## config.mk

```make
export PLATFORM = sky130hd
export DESIGN_NAME = alu_chain_sequencer
export DESIGN_NICKNAME = d
export VERILOG_FILES = /design/src/rtl/alu_seq_pkg.sv /design/src/rtl/alu_seq_word_path.sv /design/src/rtl/alu_chain_sequencer.sv
export SDC_FILE = /design/constraint.sdc
export NUM_CORES = 1
export LEC_CHECK = 0
export CAP_MARGIN = 20
export CORE_MARGIN = 5
export CORE_UTILIZATION = 42
export CTS_CLUSTER_DIAMETER = 50
export DETAILED_ROUTE_END_ITERATION = 7
export PLACE_DENSITY = 0.8
export SLEW_MARGIN = 10
export SYNTH_ARGS = -nofsm -noshare
export SYNTH_HDL_FRONTEND = slang
export SYNTH_SLANG_ARGS = --single-unit
```

## constraint.sdc

```tcl
create_clock -name clk -period 4.4 [get_ports clk]
set_input_delay 0.88 -clock clk [delete_from_list [all_inputs] [get_ports clk]]
set_output_delay 0.88 -clock clk [all_outputs]
set_load 0.02 [all_outputs]
```

## src/rtl/alu_seq_pkg.sv

```systemverilog
// Shared types and defaults for the word-serial ALU chain sequencer.
package alu_seq_pkg;

    typedef enum logic [1:0] {
        IDLE = 2'd0,
        RUN  = 2'd1,
        DONE = 2'd2
    } seq_state_t;

    localparam logic MODE_LOGIC = 1'b0;
    localparam logic MODE_ARITH = 1'b1;

    localparam int DEF_WIDTH  = 8;
    localparam int DEF_NWORDS = 4;

    // Word index width; a single-word build still needs a 1-bit index.
    function automatic int idx_width(input int nwords);
        return (nwords > 1) ? $clog2(nwords) : 1;
    endfunction

endpackage

```

## src/rtl/alu_seq_word_path.sv

```systemverilog
// Word-select mux for the latched A/B operands and the result word
// write-back register. Words are addressed by the sequencer's index.
module alu_seq_word_path
    import alu_seq_pkg::*;
#(
    parameter int WIDTH  = DEF_WIDTH,
    parameter int NWORDS = DEF_NWORDS,
    parameter int IDX_W  = idx_width(DEF_NWORDS)
) (
    input  logic                    clk,
    input  logic                    reset,
    input  logic                    run,
    input  logic [IDX_W-1:0]        idx,
    input  logic [WIDTH*NWORDS-1:0] a,
    input  logic [WIDTH*NWORDS-1:0] b,
    input  logic [WIDTH-1:0]        y,
    output logic [WIDTH-1:0]        word_a,
    output logic [WIDTH-1:0]        word_b,
    output logic [WIDTH*NWORDS-1:0] result
);

    int base;

    // Present the current operand words only while a pass is running.
    always_comb begin
        base   = int'(idx) * WIDTH;
        word_a = '0;
        word_b = '0;
        if (run) begin
            word_a = a[base +: WIDTH];
            word_b = b[base +: WIDTH];
        end
    end

    // Capture the ALU output into the result word selected by the index.
    always_ff @(posedge clk) begin
        if (reset) begin
            result <= '0;
        end else if (run) begin
            result[base +: WIDTH] <= y;
        end
    end

endmodule

```

## src/rtl/alu_chain_sequencer.sv

```systemverilog
// Runs a WIDTH*NWORDS-bit operation through one WIDTH-bit combinational ALU,
// one word per cycle, LSW first, chaining carry through a register.
// Optional feature: define ALU_SEQ_ZERO_FLAG_EN to add the rsp_zero output.
module alu_chain_sequencer
    import alu_seq_pkg::*;
#(
    parameter int WIDTH  = DEF_WIDTH,
    parameter int NWORDS = DEF_NWORDS
) (
    input  logic                    clk,
    input  logic                    reset,
    input  logic                    req_valid,
    output logic                    req_ready,
    input  logic [WIDTH*NWORDS-1:0] req_a,
    input  logic [WIDTH*NWORDS-1:0] req_b,
    input  logic                    req_cin,
    input  logic                    req_mode,
    input  logic                    req_opsel,
    output logic [WIDTH-1:0]        alu_a,
    output logic [WIDTH-1:0]        alu_b,
    output logic                    alu_cin,
    output logic                    alu_mode,
    output logic                    alu_opsel,
    input  logic [WIDTH-1:0]        alu_y,
    input  logic                    alu_cout,
    output logic                    rsp_valid,
    input  logic                    rsp_ready,
    output logic [WIDTH*NWORDS-1:0] rsp_result,
    output logic                    rsp_cout,
`ifdef ALU_SEQ_ZERO_FLAG_EN
    output logic                    rsp_zero,
`endif
    output logic                    rsp_oflag
);

    localparam int               IDX_W = idx_width(NWORDS);
    localparam logic [IDX_W-1:0] LAST  = IDX_W'(NWORDS - 1);

    seq_state_t              state;
    logic [IDX_W-1:0]        idx;
    logic                    carry_q;
    logic                    cin_q;
    logic                    mode_q;
    logic                    opsel_q;
    logic [WIDTH*NWORDS-1:0] a_q;
    logic [WIDTH*NWORDS-1:0] b_q;
    logic                    run;

    assign run       = (state == RUN);
    assign alu_mode  = mode_q;
    assign alu_opsel = opsel_q;

    // Word 0 takes the request carry-in, later words the registered carry;
    // logic mode never feeds a carry into the ALU.
    always_comb begin
        alu_cin = 1'b0;
        if (run && mode_q == MODE_ARITH) begin
            alu_cin = (idx == '0) ? cin_q : carry_q;
        end
    end

    alu_seq_word_path #(
        .WIDTH  (WIDTH),
        .NWORDS (NWORDS),
        .IDX_W  (IDX_W)
    ) u_word_path (
        .clk    (clk),
        .reset  (reset),
        .run    (run),
        .idx    (idx),
        .a      (a_q),
        .b      (b_q),
        .y      (alu_y),
        .word_a (alu_a),
        .word_b (alu_b),
        .result (rsp_result)
    );

    // Sequencer FSM: accept, step through the words, then hold the response.
    always_ff @(posedge clk) begin
        if (reset) begin
            state     <= IDLE;
            req_ready <= 1'b1;
            rsp_valid <= 1'b0;
            rsp_cout  <= 1'b0;
            rsp_oflag <= 1'b0;
            carry_q   <= 1'b0;
            idx       <= '0;
            mode_q    <= MODE_LOGIC;
            opsel_q   <= 1'b0;
`ifdef ALU_SEQ_ZERO_FLAG_EN
            rsp_zero  <= 1'b0;
`endif
        end else begin
            case (state)
                IDLE: begin
                    if (req_valid) begin
                        a_q       <= req_a;
                        b_q       <= req_b;
                        cin_q     <= req_cin;
                        mode_q    <= req_mode;
                        opsel_q   <= req_opsel;
                        idx       <= '0;
                        carry_q   <= 1'b0;
                        req_ready <= 1'b0;
`ifdef ALU_SEQ_ZERO_FLAG_EN
                        rsp_zero  <= 1'b1;
`endif
                        state     <= RUN;
                    end
                end
                RUN: begin
                    carry_q <= alu_cout;
`ifdef ALU_SEQ_ZERO_FLAG_EN
                    rsp_zero <= rsp_zero & (alu_y == '0);
`endif
                    if (idx == LAST) begin
                        rsp_valid <= 1'b1;
                        rsp_cout  <= mode_q & alu_cout;
                        rsp_oflag <= mode_q & opsel_q & alu_cout;
                        state     <= DONE;
                    end else begin
                        idx <= idx + 1'b1;
                    end
                end
                DONE: begin
                    if (rsp_ready) begin
                        rsp_valid <= 1'b0;
                        req_ready <= 1'b1;
                        state     <= IDLE;
                    end
                end
                default: begin
                    state     <= IDLE;
                    req_ready <= 1'b1;
                    rsp_valid <= 1'b0;
                end
            endcase
        end
    end

endmodule

```

==> impl_metrics.py, run 1 <==
metrics = {
    "grt": {
        "grt_pass1_vias": 3005,
        "grtUsageTotal_pct": 16.07,
        "globalRoute.totalOverflow": 0,
        "grt_max_degree": 62,
        "grt_pass1_wl_um": 15550,
        "antenna_violations_before_repair": 0,
    },
    "synth": {
        "mappedNetlistArea_um2": 4259,
        "synth.net_count": 368,
        "synth-warning-count": 0,
        "synth_top_cell_by_area": "edfxtp_1",
        "postSynth.asyncResetShare_pct": 0,
        "netlist_top_cells_area": "edfxtp_1 (46%), dfxtp_1 (20%), mux4_2 (7.9%)",
        "synth_top_cell_area_share_pct": 45.83,
        "synth.yosys.seq_area_share_pct": 66.04,
        "synthMostInstantiatedCell": "edfxtp_1",
        "post_synth_most_frequent_cells": "edfxtp_1 (65), dfxtp_1 (43), a21oi_1 (23), nand2_1 (22), nand3_1 (17)",
        "syn-instance-count": 282,
        "synth.avg_cell_area_um2": 15.10,
        "synth-edff-count": 65,
        "synth_cell_types": 38,
        "synth.ff_latch_count": 108,
        "synth_flop_cell": "edfxtp_1",
    },
    "timing": {
        "finalMaxSlewViolations": 0,
        "setup_repair_after_global_routing_missed_its_margin": "no",
        "final_hold_viol_count": 0,
        "worstMarginPinSlew_ns": 0.8397,
        "final_critical_path_setup_slack_ns": 0.7808,
        "final.min_clock_period_ns": 3.619,
        "slew-limit-headroom_pct": 44.02,
        "min_period_over_period_pct": 82.26,
        "setup_tns_ns": 0,
        "holdWs_ns": 0.4600,
        "setup_viol": 0,
        "timing.fmax_mhz": 276.3,
        "clock-skew-final_ns": 0.004187,
    },
    "finish": {
        "antenna_cells_inserted": 0,
        "multi_input_area_um2": 1329,
        "fin_util_pct": 60.32,
        "nNetsFinal": 500,
        "drive_above_1_share_pct": 10.26,
        "layout-area-overhead-vs-synth_pct": 39.07,
        "fillerInstances": 813,
        "area_occupied_by_registers_um2": 2814,
    },
    "clock_network": {
        "cts_tree": "built",
        "post-cts-setup-buffers": 0,
        "max-clock-path-buffers": 2,
        "ctsHtreeMaxLevel": 3,
        "cts_root_buffer": "clkbuf_8",
        "cts_num_sinks": 108,
        "cts_buffers": 9,
        "clk_latency_ns": 0.36,
        "cts-resized-gates": 0,
        "hold_buffers": 0,
        "cts.reportedPaths.clkPinSlew_ns": 0.10,
    },
    "critical_path": {
        "path_buf_inv": 2,
        "path_delay_family": "flip-flops",
        "crit_fanout": 27,
        "startpoint_type": "register",
        "crit_path_end_kind": "output pin",
        "cp_cell_instances": "inv_1, ha_1, mux2i_1, nor2_1, clkdlybuf4s50_1",
        "critical-path-slowest-cell": "dfxtp_2",
        "worst-r2r-setup-slack_ns": 1.87,
        "crit_arrival_ns": 2.74,
        "crit_required_ns": 3.52,
        "critPathMaxStageDelay_ns": 0.89,
        "path_class": "register to output pin",
    },
    "detailed_routing": {
        "met3WireLength_um": 723,
        "avgRoutedWirePerCell_um": 17.72,
        "vias_per_cell": 5.078,
        "highest_signal_layer": "met4",
        "met2WireLength_um": 4966,
        "detailedRoute.firstPassIterationCount": 4,
        "detailroute.via_count": 2803,
        "drt_iter0_drc": 126,
        "antenna_left": 0,
        "finalWirelength_um": 9782,
        "drc_errors": 0,
        "detail_route.wirelength.met1_um": 4003,
    },
    "hold_path": {
        "hold_path.class": "register to register",
    },
    "outcome": {
        "outcome": "complete, no violations",
    },
    "pwr": {
        "p_per_area_nw_per_um2": 348.2,
        "net-switching-power_mw": 0.4459,
        "seqPwrFrac_pct": 54.8,
        "power_leakage_nw": 2.016,
        "post-layout-total-power_mw": 2.063,
        "p_sw_share_pct": 21.62,
        "peakVddDrop_mv": 0.2443,
        "clock_power_share_pct": 34.4,
        "cell_internal_pwr_mw": 1.617,
        "power_frac_comb_pct": 10.8,
    },
    "die": {
        "floorplan.initialDensity_pct": 43.37,
        "die_height_um": 110.7,
        "die_width_um": 110.7,
        "placementRows": 36,
        "die_area_um2": 12250,
        "io_pins": 135,
        "core_um2": 9819,
    },
    "placed_design": {
        "place_ws_ns": 1.098,
        "total_half_perimeter_wirelength_after_legalization_and_detailed_placement_um": 7132,
        "place.gp.congestion": 0.7605,
        "buffer_ports.inserted": 134,
    },
    "flow_run": {
        "cap_violations": 0,
    },
}
==> area by class of cell <==
class	count	area share (%)
well taps	133	2.809
clock inverters	6	1.880
clock buffers	10	2.155
flip-flops and latches	108	47.51
inverters	3	0.1901
multi-input cells	155	22.43
repair buffers	137	23.02
==> cell usage in the layout, fill, tap and decap left out, drive strengths merged, types with 4 or more instances in the layout <==
cell,count
nand2,22
a21oi,23
edfxtp,65
a22o,16
inv,4
dfxtp,43
clkbuf,10
and2,16
clkdlybuf4s50,134
nor2,7
nand3b,5
ha,6
nand3,17
mux4,16
==> worst paths after layout <==
kind	from	endpoint	cells past startpoint
min reg2reg	u_word_path.result[11]	u_word_path.result[11]	2
min	u_word_path.result[11]	u_word_path.result[11]	2
max	idx[0]	alu_cin	5
max reg2reg	idx[0]	u_word_path.result[6]	5
==> cell families (layout without fill, tap and decap cells) <==
| logic type | after synthesis | count (layout) | synth area share [%] |
|---|---|---|---|
| buffers and inverters | 19 | 156 | 2.937 |
| multiplexers | 19 | 19 | 9.254 |
| AO/OA/AOI/OAI | 46 | 46 | 7.168 |
| AND/OR/NAND/NOR | 84 | 84 | 12.84 |
| flip-flops | 108 | 108 | 66.04 |
| adder cells (fa/ha/maj) | 6 | 6 | 1.763 |
==> worst min-delay path, stage by stage (launching register included) <==
cell and delay [ns]:
dfxtp_1 0.32, nand2_1 0.05, a21oi_1 0.05
==> registers in the layout (all words and copies together) (netlist names) <==
register / flops
carry_q: 1
a_q: 32
b_q: 32
rsp_cout: 1
idx: 2
alu_opsel: 1
state: 2
req_ready: 1
rsp_valid: 1
alu_mode: 1
cin_q: 1
u_word_path.result: 32
rsp_oflag: 1
==> metal layers <==
metal / up-vias / GRT usage (%)
met3: 9 / 5.786
li1: 1326 / -
met5: - / 0
met1: 1366 / 19.03
met4: 0 / 4.187
met2: 102 / 27.75
==> per-stage QoR <==
| step | std cells | instance area (um2) |
|---|---|---|
| global placement | 536 | 5684 |
| floorplan | 282 | 4262 |
| finish | 552 | 5923 |
| detailed placement | 536 | 5684 |
| global route | 552 | 5923 |
| CTS | 552 | 5923 |
==> power by group through the flow <==
stage | Clock [mW] | Sequential, mW | Combinational, mW
after global routing | 0.762 | 1.13 | 0.237
final | 0.710 | 1.13 | 0.223
after detailed placement | 0 | 1.15 | 0.224
after global placement | 0 | 1.15 | 0.221
after floorplan | 0 | 1.15 | 0.107
after CTS | 0.724 | 1.13 | 0.225
No activity file was read; power rests on OpenSTA's default activity.
==> run 2, diff against run 1 <==
- clock period: 4.4 -> 2.99 ns (I/O delays scaled with it)
==> run 2 against run 1 <==
Net effect:
- combinational power grew 58%
- clock skew grew 0.010 ns
- sequential share of layout area shrank 0.20 points
- worst setup slack lost 0.60 ns
- critical endpoint unchanged
- highest routed layer unchanged
==> impl_metrics.py, run 2 (synthesis gave the netlist of run 1 again) <==
metrics = {
    "critical_path": {
        "startpoint_type": "register",
        "cp-endpoint": "alu_cin",
        "crit_required_ns": 2.39,
        "crit_arrival_ns": 2.21,
        "crit_fanout": 10,
        "path_depth": 6,
        "cp_cell_instances": "buf_4, inv_1, ha_1, mux2i_1, nor2_1, clkdlybuf4s50_1",
        "reg2regPathDepth": 6,
        "crit_path_end_kind": "output pin",
        "path_buf_inv": 3,
        "critPathMaxStageDelay_ns": 0.62,
        "worstReg2RegStart": "idx[0]",
        "critical-path-slowest-cell": "clkdlybuf4s50_1",
        "path_delay_family": "buffers and inverters",
        "worst-r2r-setup-slack_ns": 0.94,
        "worst_setup_startpoint": "idx[0]",
        "regToRegEndpoint": "u_word_path.result[4]",
        "path_class": "register to output pin",
    },
    "timing": {
        "setup_viol": 0,
        "setup_repair_after_global_routing_missed_its_margin": "no",
        "holdWs_ns": 0.4619,
        "setup_tns_ns": 0,
        "final_critical_path_setup_slack_ns": 0.1777,
        "slew-limit-headroom_pct": 51.42,
        "min_period_over_period_pct": 94.06,
        "final_hold_viol_count": 0,
        "worstMarginPinSlew_ns": 0.7286,
        "final.min_clock_period_ns": 2.812,
        "clock-skew-final_ns": 0.01438,
        "finalMaxSlewViolations": 0,
        "timing.fmax_mhz": 355.6,
    },
    "finish": {
        "registers_with_the_most_flip_flops": "a_q: 32 flops, b_q: 32 flops, u_word_path.result: 32 flops",
        "nNetsFinal": 505,
        "fin_util_pct": 60.58,
        "layout.cells.most_common_list": "clkdlybuf4s50_1 (134), edfxtp_1 (65), dfxtp_1 (42)",
        "antenna_cells_inserted": 0,
        "area_occupied_by_registers_um2": 2814,
        "layout-area-overhead-vs-synth_pct": 39.66,
        "drive_above_1_share_pct": 11.08,
        "fillerInstances": 778,
        "multi_input_area_um2": 1329,
        "layout.cells.most_common": "clkdlybuf4s50_1",
    },
    "die": {
        "placementRows": 36,
        "die_width_um": 110.7,
        "floorplan.initialDensity_pct": 43.37,
        "die_height_um": 110.7,
        "core_um2": 9819,
        "io_pins": 135,
        "die_area_um2": 12250,
    },
    "grt": {
        "grt_max_degree": 66,
        "globalRoute.totalOverflow": 0,
        "antenna_violations_before_repair": 0,
        "grt_pass1_vias": 3026,
        "grtUsageTotal_pct": 15.53,
        "grt_pass1_wl_um": 15350,
    },
    "clock_network": {
        "cts_num_sinks": 108,
        "cts_tree": "built",
        "post-cts-setup-buffers": 0,
        "ctsHtreeMaxLevel": 3,
        "max-clock-path-buffers": 2,
        "cts_root_buffer": "clkbuf_8",
        "cts.reportedPaths.clkPinSlew_ns": 0.10,
        "cts-resized-gates": 0,
        "cts_buffers": 9,
        "hold_buffers": 0,
        "clk_latency_ns": 0.36,
    },
    "detailed_routing": {
        "avgRoutedWirePerCell_um": 17.17,
        "antenna_left": 0,
        "drc_errors": 0,
        "detailedRoute.firstPassIterationCount": 4,
        "vias_per_cell": 5.066,
        "detailroute.via_count": 2822,
        "drt_iter0_drc": 107,
        "finalWirelength_um": 9566,
    },
    "placed_design": {
        "buffer_ports.inserted": 134,
        "place.gp.congestion": 0.7486,
        "place_ws_ns": 0.5312,
        "total_half_perimeter_wirelength_after_legalization_and_detailed_placement_um": 7085,
    },
    "hold_path": {
        "hold_path.class": "register to register",
    },
    "pwr": {
        "power_leakage_nw": 2.037,
        "p_per_area_nw_per_um2": 496.7,
        "peakVddDrop_mv": 0.3342,
        "post-layout-total-power_mw": 2.955,
    },
    "outcome": {
        "outcome": "complete, no violations",
    },
    "flow_run": {
        "cap_violations": 0,
    },
}
## run 2: changes by cell type in the layout (fill, tap and decap cells not counted), sizes merged
cell / before / now
buf: 3 / 8
bufinv: 3 / 2
clkbuf: 10 / 11
clkinvlp: 1 / 0
inv: 4 / 5
## run 2: cell type report
cell class	count	share of cell area [%]
Multi-Input combinational cell	155	22.34
Sequential cell	108	47.31
Tap cell	133	2.798
Clock inverter	5	1.388
Clock buffer	11	2.209
Timing Repair Buffer	142	23.77
Inverter	3	0.1893
## run 2: worst min path at each step
stage / start / endpoint / slack, ns / depth (start not counted)
floorplan: carry_q / carry_q / 0.46 / 2
global placement: u_word_path.result[28] / u_word_path.result[28] / 0.44 / 2
detailed placement: rsp_oflag / rsp_oflag / 0.45 / 2
CTS: u_word_path.result[31] / u_word_path.result[31] / 0.47 / 2
global route: u_word_path.result[31] / u_word_path.result[31] / 0.49 / 2
finish: rsp_oflag / rsp_oflag / 0.46 / 2
## run 2: stage by stage
stage / instance area [um2] / std cells
finish: 5948 / 557
global route: 5948 / 557
CTS: 5948 / 557
detailed placement: 5734 / 541
global placement: 5734 / 541
floorplan: 4267 / 282
## run 2: worst reg2reg max path, delay by kind of cell (launching register included)
family | cells | cell delay [ns]
DFF | 1 | 0.33
buffers and inverters | 2 | 0.33
and+or+nand+nor | 2 | 0.69
adders and majority gates | 1 | 0.42
AOI/OAI and AO/OA | 1 | 0.24
## run 2: report_power, final
part | switching (mW) | internal (mW) | total (mW) | leakage [nW]
combinational | 0.154 | 0.199 | 0.353 | 0.978
clock | 0.481 | 0.478 | 0.959 | 0.108
sequential | 0.0152 | 1.63 | 1.64 | 0.950
## run 2: metal layers
layer  vias to the layer above  part of all wire, %  global-route usage, %
li1                       1338                    -                      -
met1                      1371                   42                  18.73
met2                       104                   49                  26.05
met3                         9                  7.2                  6.168
met4                         0                 0.96                  3.941
met5                         -                    0                      0
==> run 3, diff against run 2 <==
- TNS_END_PERCENT: unset -> 30
==> results of run 3 <==
Final layout, timing and power as in run 2 (identical DEF).
